### src/rtl/program_memory_fetch_if.sv
// Program-load write port: valid/ready handshake carrying address and data.
// The master drives a write; the slave accepts it when ready is high.
interface program_memory_fetch_if;
    logic       valid;
    logic       ready;
    logic [7:0] addr;
    logic [7:0] data;

    modport master (output valid, addr, data, input ready);
    modport slave  (input valid, addr, data, output ready);
endinterface

### src/rtl/program_memory_fetch.sv
// Program memory, load port and instruction fetch/decode for the sequencer.
// Holds the sequencer in sync_reset until a program has been loaded.
module program_memory_fetch #(
    parameter int         MEM_DEPTH = 256,
    parameter logic [7:0] NOP_WORD  = 8'h80
) (
    input  logic                         clk,
    input  logic                         reset_n,
    input  logic [7:0]                   pm_addr,
    input  logic                         load_done,
    input  logic                         load_req,
    program_memory_fetch_if.slave        load,
    output logic                         sync_reset,
    output logic [7:0]                   ir,
    output logic                         jmp,
    output logic                         jmp_nz,
    output logic [3:0]                   jmp_addr,
    output logic                         NOPC8,
    output logic                         NOPCF,
    output logic                         NOPD8,
    output logic                         NOPDF,
    output logic [7:0]                   load_count,
    output logic [7:0]                   load_sum
);

    typedef enum logic {LOAD, RUN} state_t;

    state_t     state;
    state_t     state_nxt;
    logic       wr_en;
    logic       clr;
    logic [7:0] mem [MEM_DEPTH];

    always_ff @(posedge clk or negedge reset_n) begin
        if (!reset_n) state <= LOAD;
        else          state <= state_nxt;
    end

    // A pending write always wins over load_done.
    always_comb begin
        state_nxt  = state;
        load.ready = 1'b0;
        sync_reset = 1'b1;
        wr_en      = 1'b0;
        clr        = 1'b0;
        unique case (state)
            LOAD: begin
                load.ready = 1'b1;
                wr_en      = load.valid;
                if (load_done && !load.valid) state_nxt = RUN;
            end
            RUN: begin
                sync_reset = 1'b0;
                if (load_req) begin
                    state_nxt = LOAD;
                    clr       = 1'b1;
                end
            end
            default: state_nxt = LOAD;
        endcase
    end

    always_ff @(posedge clk) begin
        if (wr_en) mem[load.addr] <= load.data;
    end

    always_ff @(posedge clk or negedge reset_n) begin
        if (!reset_n)
            ir <= NOP_WORD;
        else if (state_nxt == RUN)
            ir <= mem[pm_addr];
        else
            ir <= NOP_WORD;
    end

    always_ff @(posedge clk or negedge reset_n) begin
        if (!reset_n) begin
            load_count <= 8'd0;
            load_sum   <= 8'd0;
        end else if (clr) begin
            load_count <= 8'd0;
            load_sum   <= 8'd0;
        end else if (wr_en) begin
            if (load_count != 8'hFF) load_count <= load_count + 8'd1;
            load_sum <= load_sum + load.data;
        end
    end

    assign jmp      = (ir[7:4] == 4'hE);
    assign jmp_nz   = (ir[7:4] == 4'hF);
    assign jmp_addr = ir[3:0];
    assign NOPC8    = (ir == 8'hC8);
    assign NOPCF    = (ir == 8'hCF);
    assign NOPD8    = (ir == 8'hD8);
    assign NOPDF    = (ir == 8'hDF);

endmodule

### src/flat_wrapper.sv
// flat-port wrapper written by rule: the top's interface ports become plain ports
module program_memory_fetch_flat 
#(
    parameter int         MEM_DEPTH = 256,
    parameter logic [7:0] NOP_WORD  = 8'h80
)
  (clk, reset_n, pm_addr, load_done, load_req, sync_reset, ir, jmp, jmp_nz, jmp_addr, NOPC8, NOPCF, NOPD8, NOPDF, load_count, load_sum, load_valid, load_addr, load_data, load_ready);
  program_memory_fetch_if load_i ();
  input  logic clk;
  input  logic reset_n;
  input  logic [7:0] pm_addr;
  input  logic load_done;
  input  logic load_req;
  output logic sync_reset;
  output logic [7:0] ir;
  output logic jmp;
  output logic jmp_nz;
  output logic [3:0] jmp_addr;
  output logic NOPC8;
  output logic NOPCF;
  output logic NOPD8;
  output logic NOPDF;
  output logic [7:0] load_count;
  output logic [7:0] load_sum;
  input wire logic [$bits(load_i.valid)-1:0] load_valid;
  input wire logic [$bits(load_i.addr)-1:0] load_addr;
  input wire logic [$bits(load_i.data)-1:0] load_data;
  output wire logic [$bits(load_i.ready)-1:0] load_ready;
  assign load_i.valid = load_valid;
  assign load_i.addr = load_addr;
  assign load_i.data = load_data;
  assign load_ready = load_i.ready;
  program_memory_fetch #(.MEM_DEPTH(MEM_DEPTH), .NOP_WORD(NOP_WORD)) u_core (.clk(clk), .reset_n(reset_n), .pm_addr(pm_addr), .load_done(load_done), .load_req(load_req), .load(load_i), .sync_reset(sync_reset), .ir(ir), .jmp(jmp), .jmp_nz(jmp_nz), .jmp_addr(jmp_addr), .NOPC8(NOPC8), .NOPCF(NOPCF), .NOPD8(NOPD8), .NOPDF(NOPDF), .load_count(load_count), .load_sum(load_sum));
endmodule
### config.mk
export PLATFORM = sky130hd
export DESIGN_NAME = program_memory_fetch_flat
export DESIGN_NICKNAME = d
export VERILOG_FILES = /design/src/rtl/program_memory_fetch_if.sv /design/src/rtl/program_memory_fetch.sv /design/src/flat_wrapper.sv
export SDC_FILE = /design/constraint.sdc
export NUM_CORES = 2
export LEC_CHECK = 0
export BUFFER_PORTS_ARGS = -buffer_cell sky130_fd_sc_hd__buf_2
export CORE_MARGIN = 3
export CORE_UTILIZATION = 40
export DETAILED_ROUTE_END_ITERATION = 10
export PLACE_DENSITY = 0.52
export SLEW_MARGIN = 5
export SYNTH_ARGS = -nofsm -noshare
export SYNTH_HDL_FRONTEND = slang
export SYNTH_SLANG_ARGS = --single-unit
export TNS_END_PERCENT = 50
### constraint.sdc
create_clock -name clk -period 7.3 [get_ports clk]
set_clock_uncertainty 0.2 [all_clocks]
set_input_delay 0.73 -clock clk [delete_from_list [all_inputs] [get_ports clk]]
set_output_delay 0.73 -clock clk [all_outputs]
set_load 0.005 [all_outputs]
==> summary.md <==
The later pin in the worst-skew pair is clocked with a latency of 0.86 ns. The critical path is of the input pin to flop type. Summing over every cut layer, the via total after detailed routing is 38500.

The mean cell area of the mapped netlist is 21.7 sq um. Share of layout cells above drive strength 1: 24.7%. For this run, the leading register cell type out of synthesis is sky130_fd_sc_hd__edfxtp_1. The final wirelength came out at 221000 um.

The run finished with clean final reports. The share of total power consumed by net switching was 22.1%. The cell area after synthesis is 0.0802 sq mm, and the die boundary width is 454 um. Of the total power, the clock network draws 41.8%. The final period demand of the worst path works out to 3.67 ns.

Class of the most critical hold timing path: input pin to flop. Global routing consumed, over all layers together, 21.6% of the routing resources. For this run, design rule violations remaining after detail routing come to 0. The filler cells instantiated in the layout total 16800. The endpoint identified for the worst register-to-register timing path is u_core.mem[91][7]. The number of resized instances in the post-cts repair step came out at 0. The number of instances in the synthesized netlist came out at 3698.

In this run the worst path has a maximum fanout of 45. Setup repair after global routing left no endpoint under its margin. The depth of the worst register-to-register path was 5. Once detail routing completed, the nets flagged for antenna violations numbered 0. The tools report the total grt overflow as 0. Summed over all nets, the half-perimeter wirelength after detailed placement is 140000 um. IR analysis of the VDD net gives a maximum drop of 0.252 mV. The part of the power in registers came out at 52.8%. The portion of the clock cycle consumed by the worst path in the final layout was 50.2%.

The total negative setup slack was 0 ns; the number of flip-flops and latches in the synthesized netlist was 2073. The maximum count of clock buffers along a single path was 3. Actual transition at the worst max-transition pin: 1.20 ns. The root buffer cell chosen for the clock tree is sky130_fd_sc_hd__clkbuf_16.

The floorplan has 163 rows. The number of optimization iterations in the first detailed-route pass was 5. The cts-stage hold buffer count was 2; the worst stage delay on the critical path was 0.70 ns. The origin of the worst min-delay path is load_req.

After the last flow step, the layout net total stands at 3895. The internal power consumption is 19400 uW, and the cell leakage power is 0.0276 uW. Once the clock tree was built, the setup fixing pass inserted 0 buffers. TritonCTS built the clock tree. The number of enable-type register cells in the synthesized netlist is 2048. The worst setup path is captured at a flop. After synthesis, the share of flip-flops with an asynchronous set or reset is 1.21%. The final count of pins violating max slew was 0; the area overhead of the layout relative to synthesis was 12.7%.

For the global placer's final weighted congestion, the log shows 0.876. The net switching power is 5520 uW. The first global-routing pass estimated 313000 um of wire. The number of nets handed over by synthesis was 3736.

The critical path starts at pm_addr[0]. The run gives 20.2% as the worst slew margin relative to its limit. The tool flagged a number of max-cap violations equal to 0. Along the worst hold path, the cell count comes to 4.

The routed length per placed instance came out at 33.1 um. The path with the worst hold slack has its endpoint at u_core.load_sum[7]. Data arrives at the worst endpoint at 4.23 ns. The DRC marker count from the first detailed-route iteration came out at 4652. Clock tree synthesis inserted a total of 215 buffers.

Once the floorplan was initialized, standard cells occupied 40.4% of the core. The number of antenna violations at the first check in global routing is 17, and the clock-pin transition on the worst setup and hold timing paths is 0.06 ns. The tools report the setup-violating endpoint count in the final report as 0.

The critical path's slowest cell was sky130_fd_sc_hd__a21oi_1. The H-tree generated during clock tree synthesis spans 4 levels. The run gives 0 as the number of hold-slack violations in the final timing report.

For this run, the register share of the synthesized area comes to 77.5%. The maximum number of pins on one net before global-route repair came out at 162. The tools report the critical path startpoint category as an input pin. In this run the critical register-to-register path is launched from u_core.state.

The logs give 0.198 sq mm for the placeable core area and 59 for the count of distinct cell types in the synthesized netlist. The count of port buffers added during placement was 64. The tools report the number of ports placed on the die boundary as 65. The number of sinks driven by the clock tree is 2073, and the combinational share of power is 5.3%. The die covers 0.206 sq mm.

For this run, the number of Yosys warnings is 0. Static timing analysis puts the maximum clock frequency at 273 MHz. The number of global-route vias before repair is 39100. The critical path goes through buf_8 -> buf_4 -> nand2_1 -> o221ai_1 -> a221oi_1 -> a21oi_1 -> o22ai_1 -> nor4_1. From bottom edge to top edge, the die measures 454 um. At the worst endpoint, the required time is 7.86 ns. Power spread over the standard cell area amounts to 276 mW/mm^2. Flop-to-flop setup slack: 3.66 ns. Summing internal, switching and leakage power gives 25000 uW. The routed via count divided by cell count was 5.77.
[power by group through the flow]
stage | registers [uW] | clock network [uW] | logic [uW]
floorplan | 13400 | 0 | 702
finish | 13200 | 10400 | 1330
CTS | 13200 | 10600 | 1350
global placement | 13400 | 0 | 1340
global route | 13200 | 11100 | 1420
detailed placement | 13400 | 0 | 1350
[cells in the mapped netlist, types with 5 or more instances]
cell type                      n  area (sq um)
sky130_fd_sc_hd__edfxtp_1   2048         61500
sky130_fd_sc_hd__dfrtp_1      24           601
sky130_fd_sc_hd__o211ai_1      8          60.1
sky130_fd_sc_hd__mux2_2       14           158
sky130_fd_sc_hd__inv_1        20          75.1
sky130_fd_sc_hd__nor4_1        8          50.1
sky130_fd_sc_hd__a22oi_1      35           263
sky130_fd_sc_hd__xnor2_1       7          61.3
sky130_fd_sc_hd__nand4b_1      5          43.8
sky130_fd_sc_hd__buf_2        35           175
sky130_fd_sc_hd__mux4_2      522         11800
sky130_fd_sc_hd__a2111oi_0     8          70.1
sky130_fd_sc_hd__mux2i_1      59           591
sky130_fd_sc_hd__a211oi_1     28           210
sky130_fd_sc_hd__o221ai_1     10          87.6
sky130_fd_sc_hd__buf_4        49           368
sky130_fd_sc_hd__nand2_1      39           146
sky130_fd_sc_hd__nor3_1       19          95.1
sky130_fd_sc_hd__ha_1          8           100
sky130_fd_sc_hd__o21ai_0       9          45.0
sky130_fd_sc_hd__nor2b_1      17           106
sky130_fd_sc_hd__nor2_1      328          1230
sky130_fd_sc_hd__buf_6        18           203
sky130_fd_sc_hd__a21oi_1      31           155
sky130_fd_sc_hd__a22o_1        9          78.8
sky130_fd_sc_hd__buf_1        12          45.0
sky130_fd_sc_hd__nand4_1      16           100
sky130_fd_sc_hd__nand3_1      56           280
sky130_fd_sc_hd__nand2b_1      5          31.3
sky130_fd_sc_hd__o22ai_1      91           569
sky130_fd_sc_hd__clkbuf_1    103           387
sky130_fd_sc_hd__o21bai_1      8          60.1
[sequential cells by signal (all words and copies together) (netlist names)]
signal             cells
u_core.state           1
u_core.mem          2048
u_core.load_count      8
u_core.load_sum        8
u_core.ir              8
[how the worst max path moves through the flow]
stage,end,slack [ns]
after floorplan,u_core.ir[1],4.24
after global placement,u_core.ir[3],2.73
after detailed placement,u_core.ir[7],2.74
after CTS,u_core.mem[91][2],3.59
after global routing,u_core.ir[7],3.41
final,u_core.ir[7],3.63
[area by class of cell]
| cell class | count | area (sq um) | share of cell area (%) |
|---|---|---|---|
| clock buffers | 268 | 5650 | 6.26 |
| diodes | 5 | 12.5 | 0.0139 |
| well taps | 2640 | 3300 | 3.66 |
| multi-input cells | 1387 | 16800 | 18.6 |
| flip-flops and latches | 2073 | 62100 | 68.8 |
| inverters | 20 | 75.1 | 0.0831 |
| clock inverters | 120 | 1010 | 1.12 |
| repair buffers | 160 | 1300 | 1.44 |
[layer usage]
layer / vias up / global-route usage [%] / share of wire, %
met3: 318 / 3.95 / 6.7
met5: - / 0 / 0.0059
met4: 2 / 7.05 / 3.3
met1: 20900 / 30.8 / 43
met2: 1415 / 33.9 / 47
li1: 15800 / - / -
[critical path, delay by kind of cell]
| family | cells | cell delay (ns) |
|---|---|---|
| AO/OA/AOI/OAI | 4 | 1.36 |
| buffers and inverters | 2 | 0.99 |
| AND/OR/NAND/NOR | 2 | 0.99 |
[cells by family (layout without fill, tap and decap cells)]
group	Yosys count	in the layout	synth area share, %
flip-flops	2073	2073	77.5
XOR/XNOR	9	9	0.0984
other	0	5	0
buffers and inverters	238	568	1.58
AO/OA/AOI/OAI	260	260	2.25
AND/OR/NAND/NOR	514	514	2.81
adder cells (fa/ha/maj)	9	9	0.150
multiplexers	595	595	15.6
[cell usage in the layout, fill, tap and decap left out, drive strengths merged, types with 9 or more instances in the layout]
cell type  netlist  layout
a211oi          28      28
a21oi           31      31
a22o             9       9
a22oi           35      35
buf            115     157
bufinv           0      10
clkbuf         103     269
clkinv           0     101
dfrtp           24      24
edfxtp        2048    2048
inv             20      26
mux2            14      14
mux2i           59      59
mux4           522     522
nand2           39      39
nand3           56      56
nand4           16      16
nor2           328     328
nor2b           17      17
nor3            19      19
o211ai          10      10
o21ai           12      12
o221ai          12      12
o22ai           91      91
[stage by stage]
| step | std cells | hold slack [ns] | setup slack (ns) | util (%) | instance area [sq um] |
|---|---|---|---|---|---|
| global route | 6668 | 0.0935 | 3.41 | 45.5 | 90300 |
| detailed placement | 6278 | 0.276 | 2.74 | 42.2 | 83600 |
| finish | 6673 | 0.106 | 3.63 | 45.6 | 90300 |
| global placement | 6278 | 0.260 | 2.73 | 42.2 | 83600 |
| floorplan | 3698 | 0.234 | 4.24 | - | 80200 |
| CTS | 6668 | 0.0313 | 3.59 | 45.5 | 90300 |
No activity file was read; power rests on OpenSTA's default activity.
